==> src/rtl/ip_ingress_scheduler_if.sv <==
// Port-side and engine-side signals of the ingress scheduler, bundled as one interface.
// The scheduler uses the slave modport; the ports/engine side uses master.
interface ip_ingress_scheduler_if #(
  parameter int unsigned NPORTS = 4
) ();
  logic [NPORTS-1:0]   port_req;
  logic [8*NPORTS-1:0] port_data;
  logic [NPORTS-1:0]   port_valid;
  logic [NPORTS-1:0]   port_pop;
  logic [NPORTS-1:0]   grant;
  logic [7:0]          eng_in;
  logic                eng_ready;
  logic                eng_busy;
  logic                pkt_done;
  logic                err_len;
  logic                err_stall;

  modport master (
    output port_req, port_data, port_valid, eng_busy,
    input  port_pop, grant, eng_in, eng_ready, pkt_done, err_len, err_stall
  );

  modport slave (
    input  port_req, port_data, port_valid, eng_busy,
    output port_pop, grant, eng_in, eng_ready, pkt_done, err_len, err_stall
  );
endinterface

==> src/rtl/ip_ingress_scheduler.sv <==
// Round-robin arbiter sharing one byte-serial IP engine among NPORTS ports, one whole
// IPv4 packet per grant; packet end comes from the header Total Length field.
module ip_ingress_scheduler #(
  parameter int unsigned NPORTS    = 4,
  parameter int unsigned HDR_BYTES = 20,
  parameter int unsigned STALL_MAX = 255,
  parameter int unsigned IDLE_GAP  = 2
) (
  input logic                    clk,
  input logic                    reset,
  ip_ingress_scheduler_if.slave  bus
);

  localparam int unsigned IdxW   = $clog2(NPORTS);
  localparam int unsigned StallW = (STALL_MAX > 255) ? $clog2(STALL_MAX + 1) : 8;
  localparam int unsigned GapW   = (IDLE_GAP > 1) ? $clog2(IDLE_GAP + 1) : 1;

  typedef enum logic [1:0] {StIdle, StHeader, StBody, StDrain} state_e;

  state_e              state_q, state_d;
  logic [NPORTS-1:0]   grant_q, grant_d;
  logic [IdxW-1:0]     gidx_q, gidx_d;
  logic [IdxW-1:0]     rr_q, rr_d;
  logic [4:0]          byte_cnt_q, byte_cnt_d;
  logic [15:0]         tot_len_q, tot_len_d;
  logic [15:0]         body_left_q, body_left_d;
  logic [StallW-1:0]   stall_cnt_q, stall_cnt_d;
  logic [GapW-1:0]     gap_cnt_q, gap_cnt_d;
  logic [7:0]          eng_in_q, eng_in_d;
  logic                eng_ready_q, eng_ready_d;
  logic                pkt_done_q, pkt_done_d;
  logic                err_len_q, err_len_d;
  logic                err_stall_q, err_stall_d;

  logic [7:0]      cur_byte;
  logic            cur_valid;
  logic            active;
  logic            xfer;
  logic [IdxW-1:0] pick_idx;
  logic            pick_found;

  // First requester at or after the round-robin pointer, wrapping.
  always_comb begin
    int cand;
    cand       = 0;
    pick_idx   = '0;
    pick_found = 1'b0;
    for (int i = 0; i < int'(NPORTS); i++) begin
      cand = int'(rr_q) + i;
      if (cand >= int'(NPORTS)) cand = cand - int'(NPORTS);
      if (!pick_found && bus.port_req[cand]) begin
        pick_found = 1'b1;
        pick_idx   = IdxW'(cand);
      end
    end
  end

  always_comb begin
    state_d     = state_q;
    grant_d     = grant_q;
    gidx_d      = gidx_q;
    rr_d        = rr_q;
    byte_cnt_d  = byte_cnt_q;
    tot_len_d   = tot_len_q;
    body_left_d = body_left_q;
    stall_cnt_d = stall_cnt_q;
    gap_cnt_d   = gap_cnt_q;
    pkt_done_d  = 1'b0;
    err_len_d   = 1'b0;
    err_stall_d = 1'b0;

    cur_byte  = bus.port_data[{gidx_q, 3'b000} +: 8];
    cur_valid = bus.port_valid[gidx_q];
    active    = (state_q == StHeader) || (state_q == StBody);
    xfer      = active && cur_valid && !bus.eng_busy;

    eng_ready_d = xfer;
    eng_in_d    = xfer ? cur_byte : eng_in_q;

    if (active) begin
      stall_cnt_d = (cur_valid || bus.eng_busy) ? '0 : stall_cnt_q + 1'b1;
    end

    unique case (state_q)
      StIdle: begin
        if (pick_found) begin
          grant_d     = {{(NPORTS-1){1'b0}}, 1'b1} << pick_idx;
          gidx_d      = pick_idx;
          byte_cnt_d  = '0;
          stall_cnt_d = '0;
          gap_cnt_d   = '0;
          state_d     = StHeader;
        end
      end
      StHeader: begin
        if (xfer) begin
          if (byte_cnt_q == 5'd2) tot_len_d[15:8] = cur_byte;
          if (byte_cnt_q == 5'd3) tot_len_d[7:0] = cur_byte;
          // Length bytes were latched earlier in the header, so tot_len_q is final here.
          if (byte_cnt_q == 5'(HDR_BYTES - 1)) begin
            if (tot_len_q < 16'(HDR_BYTES)) begin
              err_len_d = 1'b1;
              state_d   = StDrain;
            end else begin
              body_left_d = tot_len_q - 16'(HDR_BYTES);
              state_d     = (tot_len_q == 16'(HDR_BYTES)) ? StDrain : StBody;
            end
          end else begin
            byte_cnt_d = byte_cnt_q + 5'd1;
          end
        end
      end
      StBody: begin
        if (xfer) begin
          body_left_d = body_left_q - 16'd1;
          if (body_left_q == 16'd1) state_d = StDrain;
        end
      end
      StDrain: begin
        if (bus.eng_busy) begin
          gap_cnt_d = '0;
        end else if (gap_cnt_q == GapW'(IDLE_GAP - 1)) begin
          gap_cnt_d  = '0;
          grant_d    = '0;
          pkt_done_d = 1'b1;
          rr_d       = (gidx_q == IdxW'(NPORTS - 1)) ? '0 : gidx_q + 1'b1;
          state_d    = StIdle;
        end else begin
          gap_cnt_d = gap_cnt_q + 1'b1;
        end
      end
      default: state_d = StIdle;
    endcase

    if (active && !xfer && (stall_cnt_d == StallW'(STALL_MAX))) begin
      err_stall_d = 1'b1;
      state_d     = StDrain;
    end
  end

  always_ff @(posedge clk) begin
    if (reset) begin
      state_q     <= StIdle;
      grant_q     <= '0;
      gidx_q      <= '0;
      rr_q        <= '0;
      byte_cnt_q  <= '0;
      tot_len_q   <= '0;
      body_left_q <= '0;
      stall_cnt_q <= '0;
      gap_cnt_q   <= '0;
      eng_in_q    <= '0;
      eng_ready_q <= 1'b0;
      pkt_done_q  <= 1'b0;
      err_len_q   <= 1'b0;
      err_stall_q <= 1'b0;
    end else begin
      state_q     <= state_d;
      grant_q     <= grant_d;
      gidx_q      <= gidx_d;
      rr_q        <= rr_d;
      byte_cnt_q  <= byte_cnt_d;
      tot_len_q   <= tot_len_d;
      body_left_q <= body_left_d;
      stall_cnt_q <= stall_cnt_d;
      gap_cnt_q   <= gap_cnt_d;
      eng_in_q    <= eng_in_d;
      eng_ready_q <= eng_ready_d;
      pkt_done_q  <= pkt_done_d;
      err_len_q   <= err_len_d;
      err_stall_q <= err_stall_d;
    end
  end

  assign bus.port_pop  = xfer ? grant_q : '0;
  assign bus.grant     = grant_q;
  assign bus.eng_in    = eng_in_q;
  assign bus.eng_ready = eng_ready_q;
  assign bus.pkt_done  = pkt_done_q;
  assign bus.err_len   = err_len_q;
  assign bus.err_stall = err_stall_q;

endmodule

==> src/flat_wrapper.sv <==
// flat-port wrapper written by rule: the top's interface ports become plain ports
module ip_ingress_scheduler_flat 
#(
  parameter int unsigned NPORTS    = 4,
  parameter int unsigned HDR_BYTES = 20,
  parameter int unsigned STALL_MAX = 255,
  parameter int unsigned IDLE_GAP  = 2
)
  (clk, reset, bus_port_req, bus_port_data, bus_port_valid, bus_eng_busy, bus_port_pop, bus_grant, bus_eng_in, bus_eng_ready, bus_pkt_done, bus_err_len, bus_err_stall);
  ip_ingress_scheduler_if #(.NPORTS(NPORTS)) bus_i ();
  input logic clk;
  input logic reset;
  input wire logic [$bits(bus_i.port_req)-1:0] bus_port_req;
  input wire logic [$bits(bus_i.port_data)-1:0] bus_port_data;
  input wire logic [$bits(bus_i.port_valid)-1:0] bus_port_valid;
  input wire logic [$bits(bus_i.eng_busy)-1:0] bus_eng_busy;
  output wire logic [$bits(bus_i.port_pop)-1:0] bus_port_pop;
  output wire logic [$bits(bus_i.grant)-1:0] bus_grant;
  output wire logic [$bits(bus_i.eng_in)-1:0] bus_eng_in;
  output wire logic [$bits(bus_i.eng_ready)-1:0] bus_eng_ready;
  output wire logic [$bits(bus_i.pkt_done)-1:0] bus_pkt_done;
  output wire logic [$bits(bus_i.err_len)-1:0] bus_err_len;
  output wire logic [$bits(bus_i.err_stall)-1:0] bus_err_stall;
  assign bus_i.port_req = bus_port_req;
  assign bus_i.port_data = bus_port_data;
  assign bus_i.port_valid = bus_port_valid;
  assign bus_i.eng_busy = bus_eng_busy;
  assign bus_port_pop = bus_i.port_pop;
  assign bus_grant = bus_i.grant;
  assign bus_eng_in = bus_i.eng_in;
  assign bus_eng_ready = bus_i.eng_ready;
  assign bus_pkt_done = bus_i.pkt_done;
  assign bus_err_len = bus_i.err_len;
  assign bus_err_stall = bus_i.err_stall;
  ip_ingress_scheduler #(.NPORTS(NPORTS), .HDR_BYTES(HDR_BYTES), .STALL_MAX(STALL_MAX), .IDLE_GAP(IDLE_GAP)) u_core (.clk(clk), .reset(reset), .bus(bus_i));
endmodule
==> config.mk <==
export PLATFORM = sky130hd
export DESIGN_NAME = ip_ingress_scheduler_flat
export DESIGN_NICKNAME = d
export VERILOG_FILES = /design/src/rtl/ip_ingress_scheduler_if.sv /design/src/rtl/ip_ingress_scheduler.sv /design/src/flat_wrapper.sv
export SDC_FILE = /design/constraint.sdc
export NUM_CORES = 1
export LEC_CHECK = 0
export CORE_ASPECT_RATIO = 1.75
export CORE_MARGIN = 2
export CORE_UTILIZATION = 54
export CTS_CLUSTER_SIZE = 30
export DETAILED_ROUTE_END_ITERATION = 12
export GPL_TIMING_DRIVEN = 0
export MAX_ROUTING_LAYER = met4
export PLACE_DENSITY = 0.88
export SKIP_CTS_REPAIR_TIMING = 1
export SYNTH_ARGS = -nofsm -noshare
export SYNTH_HDL_FRONTEND = slang
export SYNTH_SLANG_ARGS = --single-unit
==> constraint.sdc <==
create_clock -name clk -period 2.7 [get_ports clk]
set_input_delay 0.54 -clock clk [delete_from_list [all_inputs] [get_ports clk]]
set_output_delay 0.54 -clock clk [all_outputs]
set_load 0.005 [all_outputs]
==> flow_metrics.py, run 1 <==
metrics = {
    "setup_path": {
        "crit_chain": "inv_4, ha_4, or3b_4, o22ai_4, buf_6, buf_4, and2_1, clkbuf_2",
        "setup.worst_path.class": "flip-flop to output port",
        "crit_path_max_fanout": 5,
        "cp-start-kind": "flip-flop",
        "timing.critical_path.slowest_stage_cell": "sky130_fd_sc_hd__or3b_4",
        "worst_setup_path_end_kind": "output port",
        "crit_buf_inv": 4,
        "worst_path_largest_cell_delay_ns": 0.41,
        "cp_top_family": "simple AND/OR/NAND/NOR gates",
        "wp_data_arrival_ns": 2.15,
        "worst-endpoint-required_ns": 2.16,
    },
    "timing": {
        "period_share": 0.997,
        "min_period_ns": 2.69,
        "fmaxAchievable_ghz": 0.371,
        "worst_slew_margin_rel": 0.503,
        "tightestPinTransition_ns": 0.738,
        "finalSetupViolations": 0,
        "final-max-slew-violation-count": 0,
        "final_hold_vio_count": 0,
        "clock_skew_ns": 0.00870,
        "whs_ns": 0.455,
    },
    "finish": {
        "n_antenna_cell": 0,
        "final_design_area_no_fill_um2": 5180,
        "area.growth.synth_to_final_pct": 28.3,
        "final_layout_size_suffix_gt1_frac": 0.119,
        "final_core_utilization": 0.716,
        "final_cells": 658,
        "multi_input_comb_area_um2": 2530,
        "fillCellCount": 489,
        "fin_nets": 623,
        "seq_area_um2": 1390,
    },
    "clock_tree": {
        "clk_path_buf_depth": 2,
        "ctsRootBufferMaster": "sky130_fd_sc_hd__clkbuf_16",
        "clk_transition_reported_paths_ns": 0.05,
        "worstSkewPairLatency_ns": 0.34,
        "h-tree-depth": 3,
        "cts_tree": "yes",
        "total_clock_buffers_created_by_cts": 9,
        "cts_num_sinks": 69,
    },
    "power": {
        "vdd_ir_drop_max_uv": 638,
        "seqPwrFrac": 0.318,
        "swShare": 0.365,
        "clkPwrFrac": 0.302,
        "power.switching_mw": 1.34,
        "combPwrFrac": 0.380,
        "totalPowerFinal_mw": 3.66,
        "p_int_mw": 2.32,
        "total_leakage_power_nw": 2.09,
        "pwr_density_cell_nw_per_um2": 706,
    },
    "die": {
        "initial_utilization": 0.558,
        "fp.coreArea_um2": 7230,
        "fp.dieArea_um2": 8210,
        "fp.dieH_um": 118,
        "row_count": 41,
        "fp.dieW_um": 69.4,
        "io-pin-count": 63,
    },
    "global_routing": {
        "groute.usage.overall": 0.297,
        "grt-ovfl-total": 0,
        "via_count_of_the_first_global_routing_pass": 4136,
        "pin_count_of_the_biggest_net_entering_global_routing": 14,
        "grt_first_pass_wirelength_mm": 18.9,
        "grt_antenna_before_repair": 0,
    },
    "logic_synthesis": {
        "syn-instance-count": 483,
        "synth_most_common_cell": "sky130_fd_sc_hd__nor2_1",
        "synth.cell_area_um2": 4040,
        "synth-async-reset-ratio": 0,
        "synth_top_flop_cell": "sky130_fd_sc_hd__dfxtp_1",
        "yosysTopAreaCellShare": 0.342,
        "synthDistinctLibCells": 67,
        "sequential_area_share_after_synthesis": 0.342,
        "synth_enable_flop_cells": 0,
        "ys_top_cells_by_count": "sky130_fd_sc_hd__nor2_1, sky130_fd_sc_hd__dfxtp_1, sky130_fd_sc_hd__nand2_1",
        "syn_nets": 539,
        "synth_area_leaders": "sky130_fd_sc_hd__dfxtp_1, sky130_fd_sc_hd__nor2_1, sky130_fd_sc_hd__mux2i_1, sky130_fd_sc_hd__a21oi_1, sky130_fd_sc_hd__nand2_1",
        "netlist.top_cell.by_area": "sky130_fd_sc_hd__dfxtp_1",
        "avgSynthCellArea_um2": 8.36,
        "synth.yosys.warnings": 0,
        "synth.ff_latch_count": 69,
    },
    "route": {
        "routedWlPerCell_um": 19.1,
        "drt_iter0_drcs": 422,
        "dr.pass1.iters": 5,
        "drc_violation_count_after_routing": 0,
        "drt-vias-per-instance": 6.37,
        "antenna_violating_nets_post_route": 0,
        "wl_mm": 12.5,
        "detailroute.via_count": 4191,
    },
    "placed_design": {
        "gp_congestion": 0.933,
        "port_buffers": 61,
        "place.detailed.instances": 630,
        "dpl-instance-area_um2": 4760,
        "dpl.hpwl_mm": 8.67,
    },
    "hold_path": {
        "hold_path_class": "flip-flop to flip-flop",
    },
    "outcome": {
        "run_status": "completed",
    },
    "job": {
        "cap_violations": 0,
    },
}
==> final cells by class <==
type / count / area share
Buffer: 22 / 0.0213
Timing Repair Buffer: 73 / 0.136
Sequential cell: 69 / 0.268
Clock buffer: 10 / 0.0442
Tap cell: 86 / 0.0208
Inverter: 14 / 0.0106
Multi-Input combinational cell: 378 / 0.489
Clock inverter: 6 / 0.00942
==> cells by family after synthesis <==
group	synth area share
XOR/XNOR	0.0434
AND/OR/NAND/NOR	0.265
buffers and inverters	0.0384
flip-flops	0.342
adder cells (fa/ha/maj)	0.0403
AO/OA/AOI/OAI	0.163
multiplexers	0.108
==> power by group through the flow <==
| stage | logic, mW | registers [mW] | clock network [mW] |
|---|---|---|---|
| final | 1.39 | 1.16 | 1.10 |
| after global routing | 1.49 | 1.17 | 1.14 |
| after CTS | 1.16 | 1.15 | 1.10 |
| after detailed placement | 1.14 | 1.17 | 0 |
| after global placement | 1.10 | 1.17 | 0 |
| after floorplan | 0.804 | 1.16 | 0 |
==> flip-flops by register name, indices dropped and copies added, names as in the netlist, 4 cells and up <==
| name | flops |
|---|---|
| u_core.bus.grant | 4 |
| u_core.body_left_q | 16 |
| u_core.byte_cnt_q | 5 |
| u_core.bus.eng_in | 8 |
| u_core.tot_len_q | 16 |
| u_core.stall_cnt_q | 8 |
==> final timing paths <==
path	depth (start not counted)	endpoint	slack, ns	from
setup / recovery	8	bus_port_pop[2]	0.008	u_core.state_q[0]
hold / removal	2	u_core.bus.eng_in[2]	0.45	u_core.bus.eng_in[2]
setup reg to reg	9	u_core.body_left_q[2]	0.18	u_core.state_q[0]
hold reg to reg	2	u_core.bus.eng_in[2]	0.45	u_core.bus.eng_in[2]
==> per-layer routing <==
metal	global-route usage	share of wire	routed length, µm	vias up
li1	-	-	-	1900
met1	0.272	0.34	4220	1983
met2	0.529	0.55	6850	240
met3	0.0597	0.059	745	68
met4	0.223	0.058	728	0
met5	-	0	0	-
==> worst register-to-register path, delay by kind of cell (launching register included) <==
family	cells	cell delay (ns)
DFF	1	0.36
buffers and inverters	2	0.33
adders and majority gates	1	0.29
AOI/OAI and AO/OA	4	0.95
and+or+nand+nor	2	0.46
==> through the flow <==
| stage | TNS [ns] | setup WS (ns) |
|---|---|---|
| 2_1_floorplan | 0 | 0.336 |
| 3_5_place_dp | -5.29 | -0.805 |
| 3_3_place_gp | -3.16 | -0.720 |
| 5_1_grt | -0.0279 | -0.0279 |
| 6_report | 0 | 0.00798 |
| 4_1_cts | -4.18 | -1.05 |
==> cell usage in the layout, fill, tap and decap left out, drive strengths merged, types with 8 or more instances in the layout <==
cell           count
mux2i             23
a22oi              9
nor2              71
clkdlybuf4s50     56
mux4               8
dfxtp             69
a21oi             36
nand2             49
nand3             16
clkbuf            24
inv               15
nor3              12
ha                13
nor4              12
xnor2             10
o21ai             20
buf               21
xor2              10
nand2b            13
Power figures use the tool's default switching activity.
==> inputs of run 2 (changes only) <==
CORE_UTILIZATION = 30   (was 54)
PLACE_DENSITY = 0.58   (was 0.88)
==> flow_metrics.py, run 2 (synthesis gave the netlist of run 1 again) <==
metrics = {
    "route": {
        "drc_violation_count_after_routing": 0,
        "drt-vias-per-instance": 5.09,
        "wl_mm": 11.6,
        "routedWlPerCell_um": 15.7,
        "detailroute.via_count": 3776,
        "dr.pass1.iters": 4,
        "drt_iter0_drcs": 158,
        "antenna_violating_nets_post_route": 0,
    },
    "power": {
        "combPwrFrac": 0.351,
        "power.switching_mw": 1.24,
        "clkPwrFrac": 0.332,
        "pwr_density_cell_nw_per_um2": 695,
        "seqPwrFrac": 0.318,
        "swShare": 0.336,
        "total_leakage_power_nw": 2.07,
        "p_int_mw": 2.44,
        "vdd_ir_drop_max_uv": 406,
    },
    "job": {
        "cap_violations": 0,
    },
    "finish": {
        "fillCellCount": 1386,
        "fin_nets": 619,
        "top_regs": "u_core.body_left_q: 16 flops, u_core.tot_len_q: 16 flops",
        "n_antenna_cell": 0,
        "area.growth.synth_to_final_pct": 31.0,
        "layout_common_cells": "sky130_fd_sc_hd__nor2_1, sky130_fd_sc_hd__dfxtp_1, sky130_fd_sc_hd__clkdlybuf4s50_1, sky130_fd_sc_hd__nand2_1, sky130_fd_sc_hd__a21oi_1",
        "final_layout_size_suffix_gt1_frac": 0.116,
        "commonest_non_fill_non_tap_cell_in_the_layout": "sky130_fd_sc_hd__nor2_1",
        "final_cells": 742,
    },
    "hold_path": {
        "hold-path-cell-count": 2,
        "worst_hold_path.endpoint": "u_core.bus.eng_in[6]",
        "hold_path_class": "flip-flop to flip-flop",
        "startpoint_of_the_tightest_hold_check_path": "u_core.bus.eng_in[6]",
    },
    "setup_path": {
        "crit_chain": "inv_2, ha_4, or3b_4, o22ai_4, buf_6, buf_4, and2_4, buf_2",
        "cp-start-kind": "flip-flop",
        "worst-endpoint-required_ns": 2.16,
        "timing.rr.end": "u_core.body_left_q[2]",
        "rrSetupSlack_ns": 0.24,
        "wp_data_arrival_ns": 2.13,
        "worst_path_largest_cell_delay_ns": 0.39,
        "crit_path_max_fanout": 5,
        "worst_setup_path_end_kind": "output port",
        "timing.critical_path.slowest_stage_cell": "sky130_fd_sc_hd__or3b_4",
        "ff2ff_path_depth": 9,
        "r2r-start": "u_core.state_q[1]",
        "setup.worst_path.class": "flip-flop to output port",
    },
    "timing": {
        "fmaxAchievable_ghz": 0.375,
        "finalSetupViolations": 0,
        "final-max-slew-violation-count": 0,
        "tightestPinTransition_ns": 0.677,
        "clock_skew_ns": 0.00664,
        "period_share": 0.988,
        "setup_total_negative_slack_ns": 0,
        "rsz0062_at_grt": "true",
        "min_period_ns": 2.67,
        "worst_slew_margin_rel": 0.544,
        "final_hold_vio_count": 0,
    },
    "global_routing": {
        "grt_antenna_before_repair": 0,
        "grt_first_pass_wirelength_mm": 18.9,
        "groute.usage.overall": 0.171,
        "pin_count_of_the_biggest_net_entering_global_routing": 13,
        "grt-ovfl-total": 0,
        "via_count_of_the_first_global_routing_pass": 3812,
    },
    "clock_tree": {
        "cts_tree": "yes",
        "clk_path_buf_depth": 2,
        "clk_transition_reported_paths_ns": 0.06,
        "total_clock_buffers_created_by_cts": 9,
        "worstSkewPairLatency_ns": 0.34,
        "cts_num_sinks": 69,
        "h-tree-depth": 3,
        "ctsRootBufferMaster": "sky130_fd_sc_hd__clkbuf_16",
    },
    "placed_design": {
        "gp_congestion": 0.886,
        "port_buffers": 61,
        "place.detailed.instances": 718,
        "dpl.hpwl_mm": 9.15,
    },
    "die": {
        "initial_utilization": 0.303,
        "io-pin-count": 63,
        "fp.dieW_um": 91.7,
        "fp.coreArea_um2": 13300,
        "fp.dieArea_um2": 14400,
        "fp.dieH_um": 157,
        "row_count": 56,
    },
    "outcome": {
        "run_status": "completed",
    },
}
-- run 2: changes by cell type in the layout (fill, tap and decap cells not counted), moves of 2 or more --
cell	previous run	this run
sky130_fd_sc_hd__clkinvlp_4	3	1
sky130_fd_sc_hd__clkbuf_8	0	2
sky130_fd_sc_hd__buf_2	4	6
sky130_fd_sc_hd__buf_4	14	10
-- run 2: how the worst max path moves through the flow --
stage,cells past startpoint,startpoint,to
after floorplan,6,u_core.state_q[0],bus_port_pop[0]
after global placement,6,bus_eng_busy,bus_port_pop[0]
after detailed placement,6,bus_eng_busy,bus_port_pop[0]
after CTS,7,u_core.state_q[0],bus_port_pop[0]
after global routing,8,u_core.state_q[1],bus_port_pop[2]
final,8,u_core.state_q[1],bus_port_pop[0]
-- run 2: through the flow --
stage                     power, mW  utilization  cell area, µm²  hold WS (ns)  worst slack (ns)
final                          3.68        0.397            5290         0.457            0.0332
after global routing           3.89        0.397            5290         0.480           -0.0360
after CTS                      3.57        0.389            5180         0.458             -1.09
after detailed placement       2.34        0.366            4870         0.450            -0.896
after global placement         2.32        0.366            4870         0.439            -0.880
after floorplan                1.96            -            4040         0.448             0.336
-- run 2: power groups by stage --
stage,Combinational (mW),Clock [mW],Sequential [mW]
global placement,1.15,0,1.17
floorplan,0.804,0,1.16
detailed placement,1.16,0,1.17
finish,1.29,1.22,1.17
CTS,1.17,1.25,1.15
global route,1.43,1.29,1.18
-- run 2: worst max-delay path: cells and delay by family (launching register included) --
| family | cells | cell delay, ns |
|---|---|---|
| adders and majority gates | 1 | 0.26 |
| buffers and inverters | 4 | 0.41 |
| and+or+nand+nor | 2 | 0.51 |
| DFF | 1 | 0.37 |
| AOI/OAI and AO/OA | 1 | 0.22 |
-- run 2: layout make-up --
cell class / count / area [µm²] / area share
well taps: 174 / 218 / 0.0411
plain buffers: 22 / 110 / 0.0208
repair buffers: 69 / 668 / 0.126
clock buffers: 12 / 256 / 0.0485
clock inverters: 4 / 55.1 / 0.0104
flip-flops and latches: 69 / 1390 / 0.262
inverters: 14 / 57.6 / 0.0109
multi-input cells: 378 / 2540 / 0.480
-- run 2: per-layer routing --
| metal | GRT usage | wire length, µm | share of wire |
|---|---|---|---|
| met1 | 0.158 | 4130 | 0.35 |
| met3 | 0.0326 | 390 | 0.033 |
| met5 | - | 0 | 0 |
| met2 | 0.334 | 6800 | 0.58 |
| met4 | 0.0796 | 326 | 0.028 |
==> RTL change (flow settings as in run 1) <==
Make the reset (`reset`) asynchronous in one clocked block.
--- a/src/rtl/ip_ingress_scheduler.sv
+++ b/src/rtl/ip_ingress_scheduler.sv
@@ -140,3 +140,3 @@
 
-  always_ff @(posedge clk) begin
+  always_ff @(posedge clk or posedge reset) begin
     if (reset) begin
Formal check against the unedited RTL: differs if reset is asserted again (counterexample within 4 cycles, from zero or initial values and one cycle with reset high); with reset held inactive, the same outputs for 4 cycles.
==> RTL change against run 1 <==
  * The run now ends with setup timing left
  * Routed wire length down 14%
  * Sequential cell count unchanged
  * Largest power group unchanged
  * Power rose by 47%
  * Synthesized area shrank 1.2%
  * Sequential share of layout area is 7.2 points higher
  * Design area decreased by 2.0%
  * Combinational power rose by 76%
  * Clock skew is 0.76 ps higher
  * Setup slack lost 23 ps
  * First-iteration DRC count decreased by 25%
  * Via count decreased by 15%
==> RTL change: results (changes against run 1) <==
Status
  – Outcome: finished, violations left
  – Violated checks: setup timing

Pwr
  – Net Sw Frac: 0.4019 (+0.03671)
  – Max IR drop VDD: 0.0006109 V (-4.3%)

Logic synthesis
  – Top cells by count, synth: 72 x nand2_1, 69 x dfrtp_1, 24 x nor2_1
  – Part of the Yosys area used for sequential elements: 0.4327 (+0.09073)
  – Net Count, Synth: 470 (-13%)
  – Number of distinct library cells after synthesis: 55 (-18%)

STA
  – Hold slack: 477.7 ps (+23.08 ps)
  – Relative slew margins: 0.4080 (-0.09551)
  – Clock Skew: 9.456 ps (+0.7552 ps)
  – Worst setup margin: -15.31 ps (-23.29 ps)
  – Setup violations, final: 2 (+2)

Worst setup path
  – CP Data Arrival Time: 2180 ps (+30 ps)
  – FF-to-FF Start: u_core.gidx_q[0]
  – CP max-delay cell: mux4_2
  – CP peak stage delay: 550 ps (+140 ps)
  – CP top delay family: buffers and inverters
  – Worst R2R Path Depth: 7 (-2)
  – Worst Path Max Fanout: 10 (+5)
  – Reg2Reg Setup Slack: 160 ps (-20 ps)

Placement
  – GPL Wtd Cong: 0.9193 (-1.4%)
  – Pre-CTS setup slack: -632.6 ps (+172.2 ps)

Global routing
  – GRT Overall Usage: 0.2935 (-0.003890)
  – Vias in the first global route: 3,682 (-11%)

Hold path
  – Hold path start: u_core.bus.eng_in[1]
  – Hold path endpoint: u_core.bus.eng_in[1]

Final layout
  – Fraction of layout cells with a size suffix above 1: 0.1055 (-0.01340)

Drt
  – Via density: 6.149 (-3.5%)
  – WL final: 10,730 um (-14%)
  – Number of DRC markers in iteration 0: 317 (-25%)
==> RTL change: cell types whose count changed after synthesis, moves of 9 or more <==
cell	delta
a21oi_1	-16
a22oi_1	-9
dfrtp_1	+69
dfxtp_1	-69
mux2_1	+16
mux2i_1	-22
nand2_1	+25
nor2_1	-47
==> RTL change: per-stage QoR <==
stage | utilization | std cells | setup TNS (ps)
detailed placement | 0.6573 | 562 | -1730
finish | 0.7070 | 579 | -29.53
floorplan | - | 414 | 0
global placement | 0.6570 | 562 | -47850
global route | 0.7070 | 579 | -73.19
CTS | 0.7007 | 578 | -1484
==> RTL change: area by class of cell <==
cell class	count	area (um2)
Multi-Input combinational cell	314	2143
Timing Repair Buffer	63	638.1
Fill cell	484	2105
Tap cell	86	107.6
Buffer	15	87.58
Clock buffer	11	252.7
Sequential cell	69	1727
Clock inverter	5	58.81
Inverter	16	62.56
==> RTL change: layer usage <==
layer,vias up,wire [um],track usage
met5,-,0,-
met2,169,5919,0.4934
met3,42,544,0.05067
met4,0,492,0.1581
li1,1635,-,-
met1,1714,3776,0.3140
==> RTL change: cells by family after synthesis <==
kind of cell	share of synthesized area
buffers and inverters	0.03512
flip-flops	0.4327
AND/OR/NAND/NOR	0.2082
XOR/XNOR	0.03732
adder cells (fa/ha/maj)	0.04077
AO/OA/AOI/OAI	0.1405
multiplexers	0.1054
==> RTL change: how the worst max path moves through the flow <==
stage / startpoint / end / slack (ps) / depth (start not counted)
after floorplan: reset / u_core.body_left_q[0] / 420 / 1
after global placement: reset / u_core.bus.eng_in[4] / -680 / 2
after detailed placement: bus_port_valid[1] / bus_port_pop[2] / -630 / 7
after CTS: bus_port_valid[1] / bus_port_pop[2] / -650 / 7
after global routing: bus_port_valid[3] / bus_port_pop[2] / -40 / 7
final: bus_port_valid[1] / bus_port_pop[2] / -20 / 7
==> RTL change: tightest hold or removal path: cells and delay by family, from the launching register on <==
family	cells	cell delay [ps]
AND/OR/NAND/NOR	2	100
flip-flops	1	340
==> RTL change: power groups by stage <==
stage	Clock [mW]	Sequential [mW]	Combinational, mW
global route	1.26	1.75	2.67
floorplan	0	1.63	1.65
CTS	1.22	1.70	2.37
detailed placement	0	1.71	2.33
global placement	0	1.68	2.26
finish	1.22	1.71	2.45
